[src/rtl/down_fifo_pkg.sv]
// rtl/down_fifo_pkg.sv - shared types and constants for the downstream FIFO reader
package down_fifo_pkg;

    localparam int DEF_DATA_W = 32;

    typedef enum logic [1:0] {
        ST_IDLE  = 2'd0,
        ST_RUN   = 2'd1,
        ST_DRAIN = 2'd2
    } state_t;

    // Buffer entry layout, MSB first: {eof, sof, data}
    typedef struct packed {
        logic                  eof;
        logic                  sof;
        logic [DEF_DATA_W-1:0] data;
    } entry_t;

    function automatic int entry_width(input int data_w);
        return data_w + 2;
    endfunction

endpackage

[src/rtl/down_fifo_skid_buf.sv]
// rtl/down_fifo_skid_buf.sv - small circular buffer hiding the FIFO read latency
module down_fifo_skid_buf #(
    parameter int WIDTH = 34,
    parameter int DEPTH = 4
) (
    input  logic                   clk_i,
    input  logic                   reset_n_i,
    input  logic                   wr_en,
    input  logic [WIDTH-1:0]       wr_dat,
    input  logic                   rd_en,
    output logic [WIDTH-1:0]       rd_dat,
    output logic [$clog2(DEPTH):0] occ
);

    localparam int PW = $clog2(DEPTH);
    localparam int OW = PW + 1;

    logic [WIDTH-1:0] mem [DEPTH];
    logic [PW-1:0]    wr_ptr;
    logic [PW-1:0]    rd_ptr;
    logic             do_wr;
    logic             do_rd;

    // A write into a full buffer is only taken when a read frees a slot in the same cycle
    assign do_rd = rd_en && (occ != '0);
    assign do_wr = wr_en && ((occ != OW'(DEPTH)) || do_rd);

    always_ff @(posedge clk_i or negedge reset_n_i) begin
        if (!reset_n_i) begin
            for (int i = 0; i < DEPTH; i++) begin
                mem[i] <= '0;
            end
            wr_ptr <= '0;
            rd_ptr <= '0;
            occ    <= '0;
        end else begin
            if (do_wr) begin
                mem[wr_ptr] <= wr_dat;
                wr_ptr      <= wr_ptr + PW'(1);
            end
            if (do_rd) begin
                rd_ptr <= rd_ptr + PW'(1);
            end
            case ({do_wr, do_rd})
                2'b10:   occ <= occ + OW'(1);
                2'b01:   occ <= occ - OW'(1);
                default: occ <= occ;
            endcase
        end
    end

    assign rd_dat = mem[rd_ptr];

endmodule

[src/rtl/down_fifo_reader.sv]
// rtl/down_fifo_reader.sv - credit-managed downstream FIFO reader producing framed stream words
module down_fifo_reader
    import down_fifo_pkg::*;
#(
    parameter int DATA_W     = DEF_DATA_W,
    parameter int RD_LATENCY = 1,
    parameter int BUF_DEPTH  = 4,
    parameter int FRAME_LEN  = 256
) (
    input  logic              clk_i,
    input  logic              reset_n_i,
    input  logic              enable_i,
    input  logic              fifo_empty_i,
    input  logic [DATA_W-1:0] fifo_dat_i,
    output logic              fifo_rd_o,
    output logic [DATA_W-1:0] tx_data_o,
    output logic              tx_valid_o,
    input  logic              tx_ready_i,
    output logic              tx_sof_o,
    output logic              tx_eof_o,
    output logic              busy_o,
    output logic [15:0]       frame_cnt_o,
    output logic [31:0]       word_cnt_o,
    output logic              ovf_err_o
);

    localparam int          EW       = entry_width(DATA_W);
    localparam int          OW       = $clog2(BUF_DEPTH) + 1;
    localparam int          LW       = $clog2(RD_LATENCY + 2);
    localparam logic [15:0] LAST_POS = 16'(FRAME_LEN - 1);
    localparam logic [OW-1:0] DEPTH_O = OW'(BUF_DEPTH);
    localparam logic [31:0] DEPTH_U  = 32'(BUF_DEPTH);

    state_t          state;
    logic [15:0]     rd_pos;
    logic [15:0]     rd_pos_nxt;
    logic [OW-1:0]   occ;
    logic [LW-1:0]   inflight;
    logic [EW-1:0]   head;
    logic            accept;
    logic            issue;
    logic            state_allows;
    logic            credit_ok;
    logic            at_last;
    logic            tag_sof;
    logic            tag_eof;
    logic            ret_v;
    logic            ret_sof;
    logic            ret_eof;

    assign tx_valid_o = (occ != '0);
    assign accept     = tx_valid_o && tx_ready_i;
    assign tx_data_o  = head[DATA_W-1:0];
    assign tx_sof_o   = tx_valid_o && head[DATA_W];
    assign tx_eof_o   = tx_valid_o && head[DATA_W+1];

    assign at_last      = (rd_pos == LAST_POS);
    assign tag_sof      = (rd_pos == 16'd0);
    assign tag_eof      = at_last;
    // DRAIN only finishes the frame already started; rd_pos==0 means it is complete
    assign state_allows = (state == ST_RUN) || ((state == ST_DRAIN) && (rd_pos != 16'd0));
    assign credit_ok    = (32'(occ) + 32'(inflight)) < (DEPTH_U + 32'(accept));
    assign issue        = state_allows && !fifo_empty_i && credit_ok;
    assign fifo_rd_o    = issue;

    assign busy_o = (state != ST_IDLE) || (occ != '0) || (inflight != '0);

    always_comb begin
        rd_pos_nxt = rd_pos;
        if (issue) begin
            rd_pos_nxt = at_last ? 16'd0 : rd_pos + 16'd1;
        end
    end

    if (RD_LATENCY == 0) begin : g_fwft
        assign ret_v    = issue;
        assign ret_sof  = tag_sof;
        assign ret_eof  = tag_eof;
        assign inflight = '0;
    end else begin : g_pipe
        logic [RD_LATENCY-1:0] pv;
        logic [RD_LATENCY-1:0] ps;
        logic [RD_LATENCY-1:0] pe;

        always_ff @(posedge clk_i or negedge reset_n_i) begin
            if (!reset_n_i) begin
                pv <= '0;
                ps <= '0;
                pe <= '0;
            end else begin
                pv[0] <= issue;
                ps[0] <= tag_sof;
                pe[0] <= tag_eof;
                for (int i = 1; i < RD_LATENCY; i++) begin
                    pv[i] <= pv[i-1];
                    ps[i] <= ps[i-1];
                    pe[i] <= pe[i-1];
                end
            end
        end

        always_comb begin
            inflight = '0;
            for (int i = 0; i < RD_LATENCY; i++) begin
                inflight = inflight + LW'(pv[i]);
            end
        end

        assign ret_v   = pv[RD_LATENCY-1];
        assign ret_sof = ps[RD_LATENCY-1];
        assign ret_eof = pe[RD_LATENCY-1];
    end

    down_fifo_skid_buf #(
        .WIDTH (EW),
        .DEPTH (BUF_DEPTH)
    ) u_buf (
        .clk_i     (clk_i),
        .reset_n_i (reset_n_i),
        .wr_en     (ret_v),
        .wr_dat    ({ret_eof, ret_sof, fifo_dat_i}),
        .rd_en     (accept),
        .rd_dat    (head),
        .occ       (occ)
    );

    always_ff @(posedge clk_i or negedge reset_n_i) begin
        if (!reset_n_i) begin
            state       <= ST_IDLE;
            rd_pos      <= 16'd0;
            word_cnt_o  <= 32'd0;
            frame_cnt_o <= 16'd0;
            ovf_err_o   <= 1'b0;
        end else begin
            rd_pos <= rd_pos_nxt;
            if (accept) begin
                word_cnt_o <= word_cnt_o + 32'd1;
                if (tx_eof_o) begin
                    frame_cnt_o <= frame_cnt_o + 16'd1;
                end
            end
            if (ret_v && (occ == DEPTH_O) && !accept) begin
                ovf_err_o <= 1'b1;
            end
            case (state)
                ST_IDLE: begin
                    if (enable_i) state <= ST_RUN;
                end
                ST_RUN: begin
                    if (!enable_i) state <= (rd_pos_nxt == 16'd0) ? ST_IDLE : ST_DRAIN;
                end
                ST_DRAIN: begin
                    if (enable_i)                  state <= ST_RUN;
                    else if (rd_pos_nxt == 16'd0)  state <= ST_IDLE;
                end
                default: state <= ST_IDLE;
            endcase
        end
    end

endmodule

[config.mk]
export PLATFORM = sky130hd
export DESIGN_NAME = down_fifo_reader
export DESIGN_NICKNAME = d
export VERILOG_FILES = /design/src/rtl/down_fifo_pkg.sv /design/src/rtl/down_fifo_skid_buf.sv /design/src/rtl/down_fifo_reader.sv
export SDC_FILE = /design/constraint.sdc
export NUM_CORES = 1
export LEC_CHECK = 0
export ABC_AREA = 1
export CORE_MARGIN = 2
export CORE_UTILIZATION = 50
export DETAILED_ROUTE_END_ITERATION = 10
export HOLD_SLACK_MARGIN = 0.05
export PLACE_DENSITY = 0.83
export SKIP_CTS_REPAIR_TIMING = 1
export SYNTH_ARGS = -nofsm -noshare
export SYNTH_HDL_FRONTEND = slang
export SYNTH_HIERARCHICAL = 1
export SYNTH_SLANG_ARGS = --single-unit
[constraint.sdc]
create_clock -name clk_i -period 6.15 [get_ports clk_i]
set_clock_uncertainty 0.15 [all_clocks]
set_input_delay 0.9225 -clock clk_i [delete_from_list [all_inputs] [get_ports clk_i]]
set_output_delay 0.9225 -clock clk_i [all_outputs]
set_load 0.02 [all_outputs]
==> metrics.md <==
| Metric | Value |
|---|---|
| Insertion delay to the later sink of the worst-skew pair | `0.51 ns` |
| Reg-to-reg setup timing slack | `2.43 ns` |
| CTS Buf Count | `24` |
| Vias | `9663` |
| Total global routing track utilization | `24.07%` |
| Detailed-routing iteration count for the pre-antenna-repair pass | `5` |
| CTS tree | `yes` |
| Final non-filler cell area | `12970 um^2` |
| Crit share post-route | `73.65%` |
| Int Pwr | `3.779 mW` |
| Number of global-route vias before repair | `9429` |
| RSZ-0062 raised after global routing | `false` |
| Largest family of logic cells by synthesized area | `simple AND/OR/NAND/NOR gates` |
| Arr. time, crit path | `3.46 ns` |
| Max Clk Rate | `0.2208 GHz` |
| Setup TNS | `0 ns` |
| Fraction of power consumed by sequential logic | `34.4%` |
| Placed cell areas | `12150 um^2` |
| Peak supply drop | `0.0003423 V` |
| Count of max-cap constraint violations | `0` |
| Count of final hold-check violations | `0` |
| Number of cell rows | `54` |
| Ys Warns | `6` |
| Adder-cell area share of the yosys netlist | `1.419%` |
| Logic pwr share | `43.0%` |
| Root buffer cell | `sky130_fd_sc_hd__clkbuf_16` |
| Synth Area in Compound Gates | `5.598%` |
| Starting DRC count in detailed routing | `801` |
| Most common cell after layout, fill and taps aside | `sky130_fd_sc_hd__nand2_1` |
| GR met1 Demand/Resource | `33.42%` |
| Share of power burned in the clock network | `22.6%` |
| Share of the synthesized area in the top cell type | `47.98%` |
| Half-perimeter wire length after placement | `16140 um` |
| CTS clock-pin slew for the worst setup and hold paths | `0.06 ns` |
| Required arrival time at the worst endpoint | `5.08 ns` |
| Maximum count of clock buffers along a single path | `3` |
| Reg-to-reg critical path endpoint | `u_buf/occ[2]` |
| Proportion of layout cells with a drive suffix above 1 | `6.193%` |
| Antenna diodes | `0` |
| TritonCTS sink count | `213` |
| Launching element type of the critical path | `flop` |
| Leakage component of the power | `6.291 nW` |
| Post-Syn Nets | `1383` |
| Syn-to-layout area delta | `16.74%` |
| Post-synth EDFFs | `0` |
| Filler-free cell count of the finished design | `1701` |
| Number of distinct library cell variants in the gate-level netlist after synthesis | `38` |
| Number of nets with antenna violations after detailed routing | `0` |
| Worst setup startpoint | `g_pipe.pv` |
| Placed insts | `1658` |
| Commonest non-fill, non-tap cells in the layout | `sky130_fd_sc_hd__nand2_1, sky130_fd_sc_hd__dfrtp_1, sky130_fd_sc_hd__nand4_1` |
| Via density per instance | `5.681` |
| Floorplan core area | `21820 um^2` |
| Post-Syn Instances | `1334` |
| Synth Area in XOR/XNOR | `4.258%` |
| Largest net degree at the start of global routing | `144` |
| Final slew viol count | `0` |
| Post-synth top area cell | `sky130_fd_sc_hd__dfrtp_1` |
| Hold_ws | `0.3159 ns` |
| Routed WL per cell | `16.72 um` |
| Fraction of the core area covered by cells at the end of the flow | `59.42%` |
| Switching Share | `41.93%` |
| Period minus WS final | `4.530 ns` |
| Floorplan die height | `153.1 um` |
| Power per standard cell area | `501.9 nW/um^2` |
| Fill cell count | `1934` |
| Simple logic cell fraction of the synthesized area | `33.07%` |
| Gpl congestion | `0.8684` |
| Met3 track demand over resource in global routing | `2.637%` |
| Switch Pwr | `2.729 mW` |
| Final Net Count | `1453` |
| Initial Util | `50.90%` |
| Kind of end point of the critical path | `output pin` |
| Normalized max-slew margin | `12.67%` |
| Maximum level of the CTS H-tree | `1` |
| Port Buffers | `122` |
| Multiplexer fraction of the synthesized cell area | `0%` |
| Die area | `23420 um^2` |
| Capturing instance or port of the critical path | `fifo_rd_o` |
| Largest fanout on the critical path | `65` |
| Actual slew at the worst max-slew pin | `1.308 ns` |
| Remaining routing DRC violations | `0` |
| Result of the run | `finished clean` |
| Count of pins on the block boundary | `123` |
| Source of the worst register-to-register timing path | `u_buf/occ[1]` |
| Hold wc startpoint | `frame_cnt_o[15]` |
| Most common flop cell mapped by yosys | `sky130_fd_sc_hd__dfrtp_1` |
| Pre-CTS setup slack | `2.007 ns` |
| Most used routing layer | `met2` |
| GR Util met2 | `40.54%` |
| Mean cell area of the mapped netlist | `8.327 um^2` |
| Leading post-synthesis cells by cell area | `sky130_fd_sc_hd__dfrtp_1, sky130_fd_sc_hd__nand2_1, sky130_fd_sc_hd__nand4_1` |
| Final setup violation count | `0` |
| Total power consumption of the routed design | `6.508 mW` |
| Worst Setup Path Type | `reg2out` |
| Final global-route overflow total | `0` |
| Sequential area share after synthesis | `47.98%` |
| Netlist area before placement | `11110 um^2` |
| Total routed wirelength | `28440 um` |
| FFs w/ async S/R, synth | `100.0%` |
| Worst min-delay path class | `reg2reg` |
| Post-synthesis register bit count | `213` |
| Die boundary width | `153.1 um` |
| Initial antenna violation count | `0` |
| Worst setup margin | `1.620 ns` |
| Cells on worst reg2reg path | `13` |
| Global-route wire length before repair | `47530 um` |
==> worst min-delay path by stage <==
stage	end	slack, ns	depth (start not counted)
6_report	frame_cnt_o[15]	0.32	1
5_1_grt	u_buf/mem[60]	0.34	2
4_1_cts	u_buf/mem[79]	0.32	2
3_5_place_dp	u_buf/mem[79]	0.30	2
3_3_place_gp	u_buf/mem[85]	0.30	2
2_1_floorplan	u_buf/mem[34]	0.29	2
==> sequential cells by signal (all words and copies together) (netlist names) <==
register and count:
frame_cnt_o 16, g_pipe.pe 1, g_pipe.ps 1, g_pipe.pv 1, ovf_err_o 1, rd_pos 16
state 2, u_buf/mem 136, u_buf/occ 3, u_buf/rd_ptr 2, u_buf/wr_ptr 2, word_cnt_o 32
==> power groups by stage <==
stage | combinational [mW] | clock (mW) | sequential, mW
2_1_floorplan | 1.92 | 0 | 2.17
3_3_place_gp | 2.69 | 0 | 2.22
3_5_place_dp | 2.76 | 0 | 2.24
4_1_cts | 2.78 | 1.49 | 2.23
5_1_grt | 3.05 | 1.55 | 2.29
6_report | 2.80 | 1.47 | 2.24
==> final cells by class <==
class                           instances  area, um^2  area share [%]
Inverter                               63       236.5           1.824
Clock buffer                           35       723.2           5.577
Sequential cell                       213        5335           41.14
Tap cell                              280       350.3           2.702
Clock inverter                          8       98.84          0.7623
Timing Repair Buffer                  130        1297           10.01
Multi-Input combinational cell        972        4926           37.99
==> cell usage after synthesis (14+ instances only) <==
cell / count
sky130_fd_sc_hd__nand2_1: 421
sky130_fd_sc_hd__dfrtp_1: 213
sky130_fd_sc_hd__nand4_1: 151
sky130_fd_sc_hd__nor2_1: 130
sky130_fd_sc_hd__o21ai_0: 72
sky130_fd_sc_hd__inv_1: 59
sky130_fd_sc_hd__buf_2: 46
sky130_fd_sc_hd__nand3_1: 36
sky130_fd_sc_hd__o22ai_1: 34
sky130_fd_sc_hd__xor2_1: 32
sky130_fd_sc_hd__xnor2_1: 22
sky130_fd_sc_hd__clkbuf_1: 15
sky130_fd_sc_hd__nor3_1: 14
==> worst max-delay path: stages (launching register included) <==
cell and delay [ns]:
sky130_fd_sc_hd__dfrtp_4 0.90, sky130_fd_sc_hd__ha_1 0.30, sky130_fd_sc_hd__ha_1 0.24, sky130_fd_sc_hd__nor2_1 0.13, sky130_fd_sc_hd__nand3_1 0.10, sky130_fd_sc_hd__nand2_1 0.07
sky130_fd_sc_hd__nand2_1 0.07, sky130_fd_sc_hd__a21oi_1 0.44, sky130_fd_sc_hd__clkdlybuf4s50_1 0.71
==> routing by layer <==
metal | part of all wire, % | vias up
met5 | 0 | -
met4 | 1.9 | 0
met3 | 7.2 | 58
met2 | 49 | 402
met1 | 42 | 4630
li1 | - | 4573
==> cells by family after synthesis <==
family | after synthesis
AND/OR/NAND/NOR | 792
flip-flops | 213
buffers and inverters | 149
AO/OA/AOI/OAI | 114
XOR/XNOR | 54
adder cells (fa/ha/maj) | 12
Power figures use the tool's default switching activity.
